===== config.mk =====
export PLATFORM = sky130hd
export DESIGN_NAME = cv32e40x_rf_writeback_buffer
export DESIGN_NICKNAME = d
export VERILOG_FILES = /design/src/rtl/cv32e40x_rf_writeback_buffer.sv
export SDC_FILE = /design/constraint.sdc
export NUM_CORES = 1
export LEC_CHECK = 0
export CAP_MARGIN = 20
export CORE_MARGIN = 5
export CORE_UTILIZATION = 55
export DETAILED_ROUTE_END_ITERATION = 7
export GPL_TIMING_DRIVEN = 0
export PLACE_DENSITY_LB_ADDON = 0.08
export SKIP_LAST_GASP = 1
export SYNTH_ARGS = -nofsm -noshare
export SYNTH_HDL_FRONTEND = slang
export SYNTH_SLANG_ARGS = --single-unit

===== constraint.sdc =====
create_clock -name clk -period 4 [get_ports clk]
set_input_delay 0.4 -clock clk [delete_from_list [all_inputs] [get_ports clk]]
set_output_delay 0.4 -clock clk [all_outputs]
set_load 0.01 [all_outputs]

===== src/rtl/cv32e40x_rf_writeback_buffer.sv =====
// Register-file writeback buffer: arbitrates two writeback producers into an
// in-order FIFO, drains one entry per cycle to the RF write port and forwards
// the newest buffered value for each read port.
module cv32e40x_rf_writeback_buffer #(
  parameter int unsigned DEPTH          = 4,
  parameter int unsigned WORD_WIDTH     = 32,
  parameter int unsigned NUM_READ_PORTS = 2,
  parameter int unsigned ADDR_WIDTH     = 5
) (
  input  logic                                 clk,
  input  logic                                 rst_n,
  input  logic                                 src0_valid_i,
  output logic                                 src0_ready_o,
  input  logic [ADDR_WIDTH-1:0]                src0_addr_i,
  input  logic [WORD_WIDTH-1:0]                src0_data_i,
  input  logic                                 src1_valid_i,
  output logic                                 src1_ready_o,
  input  logic [ADDR_WIDTH-1:0]                src1_addr_i,
  input  logic [WORD_WIDTH-1:0]                src1_data_i,
  input  logic                                 stall_i,
  output logic                                 we_o,
  output logic [ADDR_WIDTH-1:0]                waddr_o,
  output logic [WORD_WIDTH-1:0]                wdata_o,
  input  logic [NUM_READ_PORTS*ADDR_WIDTH-1:0] raddr_i,
  output logic [NUM_READ_PORTS-1:0]            fwd_hit_o,
  output logic [NUM_READ_PORTS*WORD_WIDTH-1:0] fwd_data_o,
  output logic                                 empty_o,
  output logic                                 full_o
);

  localparam int unsigned PTR_W = (DEPTH > 1) ? $clog2(DEPTH) : 1;
  localparam int unsigned CNT_W = $clog2(DEPTH + 1);

  logic [ADDR_WIDTH-1:0] entry_addr [DEPTH];
  logic [WORD_WIDTH-1:0] entry_data [DEPTH];
  logic [PTR_W-1:0]      rd_ptr;
  logic [PTR_W-1:0]      wr_ptr;
  logic [CNT_W-1:0]      count;

  logic                  full;
  logic                  empty;
  logic                  push;
  logic                  pop;
  logic                  enq_valid;
  logic [ADDR_WIDTH-1:0] enq_addr;
  logic [WORD_WIDTH-1:0] enq_data;

  logic [PTR_W-1:0]      age_idx [DEPTH];
  logic                  age_vld [DEPTH];

  // Occupancy flags
  assign empty   = (count == '0);
  assign full    = (count == CNT_W'(DEPTH));
  assign empty_o = empty;
  assign full_o  = full;

  // LSU has priority; ready deliberately ignores same-cycle drain
  assign src1_ready_o = !full;
  assign src0_ready_o = !full && !src1_valid_i;

  // Winning request; writes to x0 handshake but are never stored
  assign enq_valid = src1_valid_i || src0_valid_i;
  assign enq_addr  = src1_valid_i ? src1_addr_i : src0_addr_i;
  assign enq_data  = src1_valid_i ? src1_data_i : src0_data_i;
  assign push      = !full && enq_valid && (enq_addr != '0);

  // Head entry drives the RF write port unless stalled
  assign pop     = !empty && !stall_i;
  assign we_o    = pop;
  assign waddr_o = empty ? '0 : entry_addr[rd_ptr];
  assign wdata_o = empty ? '0 : entry_data[rd_ptr];

  // Entry storage
  always_ff @(posedge clk or negedge rst_n) begin
    if (!rst_n) begin
      for (int i = 0; i < int'(DEPTH); i++) begin
        entry_addr[i] <= '0;
        entry_data[i] <= '0;
      end
    end else if (push) begin
      entry_addr[wr_ptr] <= enq_addr;
      entry_data[wr_ptr] <= enq_data;
    end
  end

  // Pointers and occupancy count
  always_ff @(posedge clk or negedge rst_n) begin
    if (!rst_n) begin
      rd_ptr <= '0;
      wr_ptr <= '0;
      count  <= '0;
    end else begin
      if (push) wr_ptr <= wr_ptr + PTR_W'(1);
      if (pop)  rd_ptr <= rd_ptr + PTR_W'(1);
      case ({push, pop})
        2'b10:   count <= count + CNT_W'(1);
        2'b01:   count <= count - CNT_W'(1);
        default: count <= count;
      endcase
    end
  end

  // Entries in age order, oldest first, with validity
  always_comb begin
    for (int i = 0; i < int'(DEPTH); i++) begin
      age_idx[i] = rd_ptr + PTR_W'(i);
      age_vld[i] = CNT_W'(i) < count;
    end
  end

  // Forwarding: later (younger) matches override earlier ones
  always_comb begin
    fwd_hit_o  = '0;
    fwd_data_o = '0;
    for (int p = 0; p < int'(NUM_READ_PORTS); p++) begin
      for (int i = 0; i < int'(DEPTH); i++) begin
        if (age_vld[i] && (raddr_i[p*ADDR_WIDTH +: ADDR_WIDTH] != '0) &&
            (entry_addr[age_idx[i]] == raddr_i[p*ADDR_WIDTH +: ADDR_WIDTH])) begin
          fwd_hit_o[p]                           = 1'b1;
          fwd_data_o[p*WORD_WIDTH +: WORD_WIDTH] = entry_data[age_idx[i]];
        end
      end
    end
  end

endmodule


## Word level (Yosys, flattened, before mapping)

Cells that the tools add are included.

- Add/sub/neg operators: 6
- Magnitude comparators: 10
- Eq/ne operators: 11
- Multiplexer cells: 51
- Bitwise gates (word level): 5
- Reductions and logical operators: 31

Operators with widths:

| operator | number |
|---|---|
| $mux W32 | 19 |
| $bmux W32 S2 | 4 |
| $bwmux W128 | 1 |
| $demux W32 S2 | 1 |
| $mux W5 | 11 |
| $bmux W5 S2 | 4 |
| $eq A5 B5 Y1 | 8 |
| $logic_and A1 B1 Y1 | 21 |
| $bwmux W20 | 1 |
| $ge A3 B3 Y1 const B | 5 |
| $not A2 Y3 | 5 |
| $reduce_bool A5 Y1 | 3 |
| $demux W5 S2 | 1 |
| $mux W1 | 8 |
| $lt A1 B3 Y1 const A | 2 |
| $lt A2 B3 Y1 const A | 2 |
| $pmux W3 S2 | 1 |
| $add A2 B1 Y2 const B | 2 |
| $add A2 B2 Y2 const B | 2 |
| $logic_not A1 Y1 | 4 |
| $add A3 B1 Y3 const B | 1 |
| $eq A3 B3 Y1 const B | 1 |
| $logic_not A3 Y1 | 1 |
| $lt A3 B1 Y1 const B | 1 |
| other kinds (5) | 5 |

- Flip-flop bits (word level): 155
- Output and inout bits: 108
- Logic and storage cells: 125

## Depth between registers and ports, before layout

- Depth after elaboration: 10
- Gate-level depth with buffers: 12
- Depth with buffers taken out: 10

## Worst setup path before layout

OpenSTA, ideal clock, no wires.

- Path type: register to output
- Start point: reg rd_ptr[0]
- End point: out fwd_data_o[21]
- Arrival: 2,563 ps
- Path slack: 1,037 ps
- Stages on the path, launching flop included: 10
- Cell sequence: dfrtp_1 -> buf_6 -> mux4_2 -> xor2_1 -> or3_1 -> or2_1 -> a211o_1 -> buf_6 -> buf_6 -> o221ai_2

- Longest elaborated chain between the ends: 10
- Elaborated cells between the ends (all ways): 43
- Classes of those cells: 3 x add/sub; 4 x eq/ne; 28 x mux; 4 x bitwise; 4 x reduce/logical

Ends and longest elaborated chain:

| element | line | source |
|---|---|---|
| start, declared | 36 | `logic [PTR_W-1:0] rd_ptr;` |
| start signal, assigned | 94 | `if (pop) rd_ptr <= rd_ptr + PTR_W'(1);` |
| $add A2 B1 Y2 or $not A2 Y3 (tied branches) | 106, 118, 120 |  |
| $not A2 Y3 (not written as such) or $bmux W5 S2 (tied branches) | 118, 120 |  |
| $bmux W5 S2 or $mux W5 (tied branches) | 118 | `(entry_addr[age_idx[i]] == raddr_i[p*ADDR_WIDTH +: ADDR_WIDTH])) begin` |
| $mux W5 (not written as such) | 118 |  |
| $mux W5 (not written as such) or $eq A5 B5 Y1 (tied branches) | 118 |  |
| $eq A5 B5 Y1 or $logic_and A1 B1 Y1 (tied branches) | 118, 117 |  |
| $logic_and A1 B1 Y1 or $mux W32 (tied branches) | 117 | `if (age_vld[i] && (raddr_i[p*ADDR_WIDTH +: ADDR_WIDTH] != '0) &&` |
| $mux W32 (2 in a row) | 117 |  |
| $mux W32 * | 117 |  |
| end, declared | 26 | `output logic [NUM_READ_PORTS*WORD_WIDTH-1:0] fwd_data_o,` |

Every way passes the cells marked *; elsewhere a longest branch is shown, timed or not. The select of a mux whose other input is x is not followed.

## Worst setup path after layout

- Start point: reg rd_ptr[1]
- End point: out fwd_data_o[44]

The elaborated chain is that of the path after synthesis.

==> results <==
-- cell type report --
cell class / count / share of cell area
clock inverters: 12 / 0.0107
flip-flops and latches: 155 / 0.255
clock buffers: 20 / 0.0293
repair buffers: 208 / 0.133
well taps: 280 / 0.0230
plain buffers: 137 / 0.0495
inverters: 9 / 0.00222
multi-input cells: 1103 / 0.498
-- cell usage after synthesis, types with 3 or more instances --
library cell	number
a211oi_1	60
a221o_1	29
o221ai_1	19
nor3_1	8
clkbuf_1	106
a22o_1	29
xor2_1	13
mux2i_1	135
buf_6	6
nand3_1	3
buf_2	17
a21oi_1	121
mux4_2	20
o21ai_0	186
xnor2_1	35
dfrtp_1	155
inv_1	8
nand4_1	7
nor2b_1	67
nor2_1	50
nand2_1	231
buf_1	8
mux2_2	37
or3_1	3
o221ai_2	10
ha_1	9
-- worst paths after layout --
| path | slack, ns | cells after the start | end |
|---|---|---|---|
| worst min register to register | 0.50 | 2 | entry_data[125]$_DFFE_PN0P_ |
| worst min-delay path | 0.50 | 2 | entry_addr[16]$_DFFE_PN0P_ |
| worst max-delay path | -0.07 | 10 | fwd_data_o[44] |
| worst max register to register | 0.75 | 10 | entry_addr[14]$_DFFE_PN0P_ |
| min in group clk | 0.50 | 2 | entry_data[125]$_DFFE_PN0P_ |
| max in group asynchronous | 2.59 | 3 | entry_data[80]$_DFFE_PN0P_ |
-- flip-flops by register name, indices dropped and copies added, names as in the netlist --
name and count:
entry_addr 20, rd_ptr 2, entry_data 128, wr_ptr 2, count 3
-- where the power goes --
part	switching [mW]	internal, mW	leakage (nW)
sequential	0.673	2.33	1.93
combinational	6.22	4.44	4.89
clock	0.707	1.01	0.280
-- worst register-to-register path, stage by stage, from the launching register on --
cell and delay, ns:
dfrtp_1 0.49, inv_1 0.11, ha_1 0.23, nand2_1 0.12
o21ai_0 0.16, a31oi_1 0.76, nand2_1 0.16, clkbuf_1 0.36
clkbuf_1 0.42, nand2_1 0.16, o21ai_0 0.12
-- per-stage QoR --
step	setup TNS [ns]	power [mW]	instance area (µm²)	hold WS (ns)	setup WS, ns
6_report	-0.0868	15.4	15200	0.499	-0.0675
5_1_grt	-0.689	16.2	15200	0.527	-0.132
4_1_cts	-1.25	14.9	15100	0.500	-0.0875
3_5_place_dp	-18.75	13.0	14200	0.407	-0.449
3_3_place_gp	-610.08	12.8	14200	0.472	-3.85
2_1_floorplan	0	9.30	12000	0.104	1.04
-- timing repair --
| item | in CTS | in global routing |
|---|---|---|
| setup endpoints to repair | 95 | 61 |
| buffers inserted | 13 | 7 |
| hold endpoints to repair | 56 | 0 |
| pin swaps | 7 | 4 |
| resized for setup | 109 | 104 |
| hold buffers | 1 | 0 |
-- logic make-up (layout without fill, tap and decap cells) --
kind of cell | Yosys count | count (layout) | synth area share
AO/OA/AOI/OAI | 468 | 468 | 0.249
AND/OR/NAND/NOR | 386 | 386 | 0.145
buffers and inverters | 147 | 386 | 0.0520
adder cells (fa/ha/maj) | 9 | 9 | 0.00941
XOR/XNOR | 48 | 48 | 0.0351
multiplexers | 192 | 192 | 0.185
flip-flops | 155 | 155 | 0.324
-- layer usage --
| layer | share of wire | track usage | vias to the layer above |
|---|---|---|---|
| li1 | - | - | 5554 |
| met1 | 0.38 | 0.479 | 6071 |
| met2 | 0.45 | 0.558 | 1029 |
| met3 | 0.12 | 0.0822 | 227 |
| met4 | 0.052 | 0.179 | 0 |
| met5 | 0 | 0 | - |
==> metrics.txt <==
status=finished with violations; failing checks=negative setup slack; TritonCTS clock tree=yes; first-pass GRT wire length=69.5 mm; Final #Nets=1,729; CTS Sinks=155; worst skew pair latency=0.43 ns; Cell Chain, Critical Path=buf_4 > buf_6 > buf_4 > buf_2 > clkbuf_1 > a211oi_1 > a21oi_1 > a221o_1 > a22o_1 > clkdlybuf4s50_1; synth top area cells=dfrtp_1 (32%), mux2i_1 (11%), o21ai_0 (7.8%); Core Region=21,600 µm²; Placed Cells=1,872; FF/Latch Area=3880 µm²; total power per unit cell area=1010 nW/µm²; Syn Area/Cell=8.52 µm²; die area=24,800 µm²; final std cells w/o fill=1,924; ANT cells=0; Required @ worst endpoint=3.60 ns; crit path from=rd_ptr[1]$_DFFE_PN0P_; Slew Viols, Final=0; commonest non-fill, non-tap cell in the layout=nand2_1; clk buf depth=2; Initial Util=0.554; Residual DRC=0; Critical Path Most Common Cell=buf_4; predominant post-synthesis flop cell=dfrtp_1; # port buffers=186; overall routed net length=45.5 mm; Post-Syn Nets=1,503; post-layout min period=4.07 ns; fmax=246 MHz; H-tree Lvls=4; Crit path arrival time=3.67 ns; largest net degree at the start of global routing=100; fin crit share=1.02; Worst-path clk slew=0.07 ns; leakage power figure=7.09 nW; Synth area leader=dfrtp_1; worst hold path class=in -> async; Slowest cell on crit path=clkdlybuf4s50_1; slew margin rel.=0.342; register bit total from synthesis=155; critical path peak fanout=10; count of flip-flops with a built-in enable after synthesis=0; Setup crit start kind=register; fin util=0.705; # setup viols final=4; Clock Tree Root=clkbuf_16; worst stage delay on the critical path=0.56 ns; TritonCTS Buffers=17; initial DRC count=1,809; top cell type's share of synthesized area=0.324; Final Skew=0.0150 ns; mapped cell area=12,000 µm²; post-synth cell types=52; RSZ-0062 raised after global routing=yes; die width=158 µm; reg-to-reg startpoint=count[0]$_DFFE_PN0P_; initial antenna violation count=0; Die Y=158 µm; total vias in the final route=12.9k; Placer Congestion=1.00; cells after synthesis=1,405; IR Drop Worst-Case VDD=0.514 mV; HPWL after DPL=31.9 mm; CP endpoint kind=primary output; area of the multi-input gates=7590 µm²; sequential area share after synthesis=0.324; DRT Pass-1 Iters=7; most frequent cells in the layout=nand2_1 (230), o21ai_0 (185), dfrtp_1 (155), mux2i_1 (135), clkdlybuf4s50_1 (129); Worst Path Buf+Inv=6; worst slew pin tran=0.982 ns; share of synthesized registers carrying an async set or reset=1.00; DRT antenna net count=0; share of cells above drive strength 1=0.138; overall routing resource usage=0.361; fill count=1,780; Crit path max-delay family=buffers and inverters; Final Hold Fails=0; DR vias/cell=6.69; io pins=197; Area Overhead vs Synth=27.3%; setup ws final=-0.0675 ns; Max-cap violations=0; wire per inst=23.6 µm; cell row count=54; gr ovfl total=0; yosys warns=0; critical path class=reg -> out; vias in the first global route=12.7k
Note: power is estimated with default switching activity, not from simulation.
